**src/rtl/axil_strobe_bridge.sv**
```systemverilog
// AXI-Lite slave fanning single register accesses out to N_CHAN strobe/ack channels,
// with alternating read/write arbitration, per-access timeout (SLVERR) and DECERR decode.
module axil_strobe_bridge #(
    parameter int unsigned N_CHAN  = 4,
    parameter int unsigned SEL_LSB = 12,
    parameter int unsigned SEL_W   = 3,
    parameter int unsigned LOC_W   = 10,
    parameter int unsigned TIMEOUT = 255
) (
    input  logic                   axilClk,
    input  logic                   axilRstN,
    input  logic [31:0]            s_araddr,
    input  logic                   s_arvalid,
    output logic                   s_arready,
    output logic [31:0]            s_rdata,
    output logic [1:0]             s_rresp,
    output logic                   s_rvalid,
    input  logic                   s_rready,
    input  logic [31:0]            s_awaddr,
    input  logic                   s_awvalid,
    output logic                   s_awready,
    input  logic [31:0]            s_wdata,
    input  logic                   s_wvalid,
    output logic                   s_wready,
    output logic [1:0]             s_bresp,
    output logic                   s_bvalid,
    input  logic                   s_bready,
    output logic [LOC_W-1:0]       ch_raddr,
    output logic [LOC_W-1:0]       ch_waddr,
    output logic [31:0]            ch_wdata,
    output logic [N_CHAN-1:0]      ch_rstr,
    output logic [N_CHAN-1:0]      ch_wstr,
    input  logic [N_CHAN-1:0]      ch_rack,
    input  logic [N_CHAN-1:0]      ch_wack,
    input  logic [N_CHAN*32-1:0]   ch_din
);

    localparam int unsigned N_SEL = 2 ** SEL_W;
    localparam int unsigned TW    = 16;

    localparam logic [1:0]  RESP_OKAY    = 2'b00;
    localparam logic [1:0]  RESP_SLVERR  = 2'b10;
    localparam logic [1:0]  RESP_DECERR  = 2'b11;
    localparam logic [31:0] TIMEOUT_DATA = 32'hDEAD_BEEF;

    typedef enum logic [2:0] {
        S_IDLE,
        S_RADDR,
        S_WADDR,
        S_RSTR,
        S_WSTR,
        S_RRESP,
        S_WRESP
    } state_t;

    state_t            state, state_d;
    logic              prio_rd, prio_rd_d;
    logic [SEL_W-1:0]  sel, sel_d;
    logic [TW-1:0]     timer, timer_d;

    logic              arready_d, awready_d, wready_d, rvalid_d, bvalid_d;
    logic [31:0]       rdata_d, wdata_d;
    logic [1:0]        rresp_d, bresp_d;
    logic [LOC_W-1:0]  raddr_d, waddr_d;
    logic [N_CHAN-1:0] rstr_d, wstr_d;
    logic [N_SEL-1:0]  sel_oh;

    // Select decode is padded to the full select space so any sel indexes safely
    logic [SEL_W-1:0]  ar_sel, aw_sel;
    logic              ar_hit, aw_hit;
    logic [N_SEL-1:0]  rack_ext, wack_ext;
    logic [31:0]       din_arr [N_SEL];
    logic              unused_addr;

    assign ar_sel      = s_araddr[SEL_LSB +: SEL_W];
    assign aw_sel      = s_awaddr[SEL_LSB +: SEL_W];
    assign ar_hit      = 32'(ar_sel) < N_CHAN;
    assign aw_hit      = 32'(aw_sel) < N_CHAN;
    assign rack_ext    = N_SEL'(ch_rack);
    assign wack_ext    = N_SEL'(ch_wack);
    assign unused_addr = ^{s_araddr, s_awaddr};

    for (genvar k = 0; k < N_SEL; k++) begin : g_din
        if (k < N_CHAN) begin : g_map
            assign din_arr[k] = ch_din[32*k +: 32];
        end else begin : g_pad
            assign din_arr[k] = '0;
        end
    end

    // Next-state and next-output logic
    always_comb begin
        state_d   = state;
        prio_rd_d = prio_rd;
        sel_d     = sel;
        timer_d   = timer;
        raddr_d   = ch_raddr;
        waddr_d   = ch_waddr;
        wdata_d   = ch_wdata;
        rdata_d   = s_rdata;
        rresp_d   = s_rresp;
        bresp_d   = s_bresp;
        sel_oh    = '0;

        case (state)
            S_IDLE: begin
                if (s_arvalid && (!(s_awvalid && s_wvalid) || prio_rd)) begin
                    state_d   = S_RADDR;
                    prio_rd_d = 1'b0;
                end else if (s_awvalid && s_wvalid) begin
                    state_d   = S_WADDR;
                    prio_rd_d = 1'b1;
                end
            end
            S_RADDR: begin
                sel_d   = ar_sel;
                raddr_d = s_araddr[LOC_W+1:2];
                timer_d = TW'(1);
                if (ar_hit) begin
                    state_d = S_RSTR;
                end else begin
                    state_d = S_RRESP;
                    rresp_d = RESP_DECERR;
                    rdata_d = '0;
                end
            end
            S_WADDR: begin
                sel_d   = aw_sel;
                waddr_d = s_awaddr[LOC_W+1:2];
                wdata_d = s_wdata;
                timer_d = TW'(1);
                if (aw_hit) begin
                    state_d = S_WSTR;
                end else begin
                    state_d = S_WRESP;
                    bresp_d = RESP_DECERR;
                end
            end
            S_RSTR: begin
                if (rack_ext[sel]) begin
                    state_d = S_RRESP;
                    rresp_d = RESP_OKAY;
                    rdata_d = din_arr[sel];
                end else if (timer == TW'(TIMEOUT)) begin
                    state_d = S_RRESP;
                    rresp_d = RESP_SLVERR;
                    rdata_d = TIMEOUT_DATA;
                end else begin
                    timer_d = timer + TW'(1);
                end
            end
            S_WSTR: begin
                if (wack_ext[sel]) begin
                    state_d = S_WRESP;
                    bresp_d = RESP_OKAY;
                end else if (timer == TW'(TIMEOUT)) begin
                    state_d = S_WRESP;
                    bresp_d = RESP_SLVERR;
                end else begin
                    timer_d = timer + TW'(1);
                end
            end
            S_RRESP: if (s_rready) state_d = S_IDLE;
            S_WRESP: if (s_bready) state_d = S_IDLE;
            default: state_d = S_IDLE;
        endcase

        // Handshake and strobe outputs are registered copies of the next state
        sel_oh    = N_SEL'(1) << sel_d;
        arready_d = (state_d == S_RADDR);
        awready_d = (state_d == S_WADDR);
        wready_d  = (state_d == S_WADDR);
        rvalid_d  = (state_d == S_RRESP);
        bvalid_d  = (state_d == S_WRESP);
        rstr_d    = (state_d == S_RSTR) ? sel_oh[N_CHAN-1:0] : '0;
        wstr_d    = (state_d == S_WSTR) ? sel_oh[N_CHAN-1:0] : '0;
    end

    always_ff @(posedge axilClk or negedge axilRstN) begin
        if (!axilRstN) begin
            state     <= S_IDLE;
            prio_rd   <= 1'b1;
            sel       <= '0;
            timer     <= '0;
            s_arready <= 1'b0;
            s_awready <= 1'b0;
            s_wready  <= 1'b0;
            s_rvalid  <= 1'b0;
            s_bvalid  <= 1'b0;
            s_rdata   <= '0;
            s_rresp   <= '0;
            s_bresp   <= '0;
            ch_raddr  <= '0;
            ch_waddr  <= '0;
            ch_wdata  <= '0;
            ch_rstr   <= '0;
            ch_wstr   <= '0;
        end else begin
            state     <= state_d;
            prio_rd   <= prio_rd_d;
            sel       <= sel_d;
            timer     <= timer_d;
            s_arready <= arready_d;
            s_awready <= awready_d;
            s_wready  <= wready_d;
            s_rvalid  <= rvalid_d;
            s_bvalid  <= bvalid_d;
            s_rdata   <= rdata_d;
            s_rresp   <= rresp_d;
            s_bresp   <= bresp_d;
            ch_raddr  <= raddr_d;
            ch_waddr  <= waddr_d;
            ch_wdata  <= wdata_d;
            ch_rstr   <= rstr_d;
            ch_wstr   <= wstr_d;
        end
    end

endmodule

```
**config.mk**
```make
export PLATFORM = sky130hd
export DESIGN_NAME = axil_strobe_bridge
export DESIGN_NICKNAME = d
export VERILOG_FILES = /design/src/rtl/axil_strobe_bridge.sv
export SDC_FILE = /design/constraint.sdc
export NUM_CORES = 1
export LEC_CHECK = 0
export CAP_MARGIN = 10
export CORE_AREA = 2 2 133 135
export CTS_CLUSTER_DIAMETER = 100
export DETAILED_ROUTE_END_ITERATION = 8
export DIE_AREA = 0 0 135 137
export PLACE_DENSITY = 0.77
export REMOVE_ABC_BUFFERS = 1
export SYNTH_ARGS = -nofsm -noshare
export SYNTH_HDL_FRONTEND = slang
export SYNTH_SLANG_ARGS = --single-unit
export TNS_END_PERCENT = 5
```
**constraint.sdc**
```tcl
create_clock -name axilClk -period 5.1 [get_ports axilClk]
set_input_delay 1.02 -clock axilClk [delete_from_list [all_inputs] [get_ports axilClk]]
set_output_delay 1.02 -clock axilClk [all_outputs]
set_load 0.01 [all_outputs]
```
==> results.txt <==
- Outcome: finished, final reports clean
- At the pin with the least slew margin, the transition time is roughly 0.89 ns.
- Critical path startpoint category: input port
- Layout area overhead: 59.6%
- In the global route stage, overall resource usage came out at 0.185.
- Fin area: 10100 um^2
- In the synthesized netlist the dominant register cell turns out to be sky130_fd_sc_hd__dfrtp_1.
* Final-stage net count: just over 1k
- CP Buf/Inv Count: 2
* Number of enable flip-flop cells after synthesis: 0
- Clock tree root buffer cell: sky130_fd_sc_hd__clkbuf_16
* Switching component of the power: 1.68 mW
- Buffers inserted by post-CTS timing repair: 0
- At the later pin of the worst-skew pair, clock insertion delay measures 0.41 ns.
- After synthesis, the cell types taking the most area are sky130_fd_sc_hd__dfrtp_1 48%, sky130_fd_sc_hd__mux4_2 12%, sky130_fd_sc_hd__mux2_2 8.7%.
- Number of design-rule violations left by the first detailed-router iteration: 219
- The number of pins exceeding their max-slew limit in the final report came to 0.
* CP Data Required Time: 5.43 ns
- In this run the deepest clock path goes through 2 buffers.
* Clock share of power: 0.228
- Entering global routing, the biggest net connects 60 pins.
- DRT Wirelength: 17.0 mm
- Hold-fix buffer count after cts: 0
* Post-Route Setup TNS: 0 ns
- Crit-path leading delay family: compound AO/OA/AOI/OAI gates
- The first global-routing pass estimated 26.4 mm of wire.
* Final setup violation count: 0
* Final critical path time including I/O delays and setup: 3.13 ns
* Worst-case headroom to the max-slew limit: 0.408
- After synthesis the cells add up to around 6300 um^2.
* Share of total power in combinational logic: 0.467
- Leading area contributor after synthesis: sky130_fd_sc_hd__dfrtp_1
- The number of global-route vias before repair was 5350.
- Post-Syn Area per Cell: 12.8 um^2
- In the routed layout, each cell is associated on average with a via count of 5.08.
- In this run the vertical extent of the chip is 137 um.
* Min-delay worst type: reg2reg
- The compound-gate portion of the synthesized area is 0.0975.
- Pint: roughly 3.4 mW
- Number of port buffers: around 300
* Inserted Clock Buffers: 17
- Dividing the detail-routed wire length by the instance count gives ~17 um.
* Worst setup EP type: register
* Net switching fraction of the power: 0.329
* Share of synthesized flip-flops with an asynchronous set or reset: 1.00
* Drt drc: 0
- Post-route antenna net violation count: 0
- CTS resizes: 0
- The die covers 18500 um^2.
* Final Wtd Congestion: 0.853
- The final count of hold timing violations is 0.
- Count of maximum capacitance violations: 0
- The count of cells in the finished layout, fillers not included, comes to 1029.
- Of the total power, registers draw 0.305.
- Master of the slowest instance on the critical path: sky130_fd_sc_hd__a22oi_4
* Most repeated library cell on the critical path: sky130_fd_sc_hd__a21oi_4
* Seq/Total Area, Yosys: 0.487
- The critical path in this run is classified as in2reg.
* Fraction of the cycle the final worst path needs: 0.613
- Once placement finished, the instance area stood at roughly 9500 um^2.
* Initial antenna violation count: 0
* Post-synthesis xor/xnor area fraction: 0
- Total clock sinks: 123
* Ordered list of cells on the worst path: clkdlybuf4s50_1 -> mux2_4 -> a22oi_4 -> a21oi_4 -> a21oi_4 -> buf_4 -> mux2i_1
* Largest fanout on the critical path: 33
* # placed instances: 997
- Of the total synthesized cell area, the portion taken by full adders, half adders and majority gates is 0.00198.
- After synthesis, the netlist uses 64 different library cells.
- Clock Pin Slew Worst Setup and Hold Paths: roughly 0.06 ns
- The total overflow left after global routing is 0.
- Setup repair after global routing left no endpoint under its margin.
- For this design the static power due to leakage is 4.16 nW.
- H-Tree Level Count: 4
* Worst clock skew on the final layout: 0.0135 ns
* Synthesized netlist cell count: 494
- Hold timing on the final database bottoms out at a slack of 0.483 ns.
- For this run, the detailed router's first-pass iteration total came to 4.
- TritonCTS built the clock tree.
- 0 antenna diodes ended up in the layout.
* Worst slack at placement: around 1.5 ns
- Once routing completed, OpenROAD measured the worst setup slack at 1.97 ns.
- Fraction of the mapped netlist area in simple logic gates: 0.0956
- P per Cell Area: 507 nW/um^2
* Horizontal extent of the die: roughly 140 um
* Post-synthesis register bit count: 123
* Warnings, synthesis: 0
- After synthesis, the largest family of logic cells by area is multiplexers.
- Top cell type's share of synthesized area: 0.483
- After floorplanning, the core was divided into 48 placement rows.
* Half-perimeter wire length of the detailed placement result: 13.0 mm
* Initial Utilization: 0.371
- The region available for standard cell placement spans 17100 um^2.
* Highest ir drop seen on vdd: 0.000246 V
- Data on the critical path arrives at its endpoint at roughly 3.5 ns.
- Routed via count: 5229
- Achievable frequency: roughly 320 MHz
- 340 I/O pins were placed.
- Largest stage delay on the critical path: 0.71 ns
- After synthesis, the share of cell area in mux cells is 0.271.
- Of the cells placed in the final design, the portion with a size suffix greater than 1 is 0.184.
## path summary, 6_finish.rpt
path                                    startpoint                      end  slack (ns)  depth (start not counted)
max                                     ch_rack[1]  s_rdata[19]$_DFFE_PN0P_        1.97                          7
min                        ch_wdata[0]$_DFFE_PN0N_  ch_wdata[0]$_DFFE_PN0N_        0.48                          1
max reg2reg                       sel[1]$_DFF_PN0_  s_rdata[19]$_DFFE_PN0P_        2.53                          6
min reg2reg                ch_wdata[0]$_DFFE_PN0N_  ch_wdata[0]$_DFFE_PN0N_        0.48                          1
max in group asynchronous                 axilRstN  ch_raddr[3]$_DFFE_PN0N_        3.47                          2
min in group asynchronous                 axilRstN  ch_wdata[9]$_DFFE_PN0N_        0.69                          1
## power groups by stage
stage          Combinational (mW)  Sequential (mW)  Clock [mW]
2_1_floorplan                1.09             1.78           0
3_3_place_gp                 2.38             1.56           0
3_5_place_dp                 2.41             1.58           0
4_1_cts                      2.42             1.57        1.19
5_1_grt                      2.57             1.61        1.24
6_report                     2.39             1.56        1.16
## final cells by class
cell class,instances,area [um^2]
Fill cell,1442,6970
Multi-Input combinational cell,307,2960
Sequential cell,123,3080
Tap cell,225,282
Clock inverter,9,97.6
Inverter,34,128
Clock buffer,23,478
Timing Repair Buffer,308,3060
## kinds of logic (layout without fill, tap and decap cells)
kind of cell               Yosys count  in the layout
AOI/OAI and AO/OA                   86             86
DFF                                123            123
buffers and inverters               64            374
muxes                              123            123
adders and majority gates            1              1
and+or+nand+nor                     97             97
## layout by cell type, fill, tap and decap left out, types with 3 or more instances in the layout
cell type / synthesis / final
sky130_fd_sc_hd__mux4_2: 33 / 33
sky130_fd_sc_hd__a31oi_1: 6 / 6
sky130_fd_sc_hd__mux2_1: 5 / 5
sky130_fd_sc_hd__a211oi_1: 6 / 6
sky130_fd_sc_hd__buf_4: 2 / 8
sky130_fd_sc_hd__a22o_1: 9 / 9
sky130_fd_sc_hd__o2bb2ai_1: 3 / 3
sky130_fd_sc_hd__clkbuf_1: 16 / 3
sky130_fd_sc_hd__nor3_2: 4 / 4
sky130_fd_sc_hd__nand3_1: 5 / 5
sky130_fd_sc_hd__o21ai_0: 28 / 28
sky130_fd_sc_hd__nand4_1: 4 / 4
sky130_fd_sc_hd__clkdlybuf4s50_1: 0 / 300
sky130_fd_sc_hd__clkinv_2: 0 / 6
sky130_fd_sc_hd__nand3b_1: 3 / 3
sky130_fd_sc_hd__nor3_1: 6 / 6
sky130_fd_sc_hd__inv_1: 33 / 33
sky130_fd_sc_hd__o21ai_1: 3 / 3
sky130_fd_sc_hd__or3_1: 10 / 10
sky130_fd_sc_hd__a21oi_1: 10 / 10
sky130_fd_sc_hd__clkbuf_8: 0 / 3
sky130_fd_sc_hd__clkbuf_16: 0 / 17
sky130_fd_sc_hd__mux2_2: 49 / 49
sky130_fd_sc_hd__and3_1: 3 / 3
sky130_fd_sc_hd__nor2_1: 14 / 14
sky130_fd_sc_hd__mux2i_1: 35 / 35
sky130_fd_sc_hd__dfrtp_1: 122 / 121
sky130_fd_sc_hd__nand2_1: 24 / 24
## Yosys cell counts, drive strengths merged (3+ instances only)
cell and number:
dfrtp 122, mux2 55, mux2i 35, inv 34
mux4 33, o21ai 32, nand2 24, clkbuf 16
nor2 15, a21oi 14, buf 14, or3 11
nor3 10, a22o 9, a211oi 6, a31oi 6
nand3 6, nand3b 5, nand4 4, a22oi 3
and3 3, nor3b 3, o2bb2ai 3, or3b 3
## per-layer routing
layer / global-route usage / share of wire
met5: 0 / 0
met4: 0.0677 / 0.018
met3: 0.0515 / 0.069
met2: 0.344 / 0.54
met1: 0.200 / 0.37
## flip-flops by register name, indices dropped and copies added, names as in the netlist
| signal | flops |
|---|---|
| ch_wdata | 32 |
| s_rdata | 32 |
| timer | 16 |
| ch_raddr | 10 |
| ch_waddr | 10 |
| ch_rstr | 4 |
| ch_wstr | 4 |
| sel | 3 |
| state | 3 |
| s_bresp | 2 |
| s_rresp | 2 |
| prio_rd | 1 |
| s_arready | 1 |
| s_bvalid | 1 |
| s_rvalid | 1 |
| s_wready | 1 |
## through the flow
stage	power, mW	util
after global placement	3.94	0.558
final	5.11	0.592
after detailed placement	3.99	0.558
after floorplan	2.87	-
after global routing	5.42	0.592
after CTS	5.18	0.592
(Power assumes the default switching activity.)
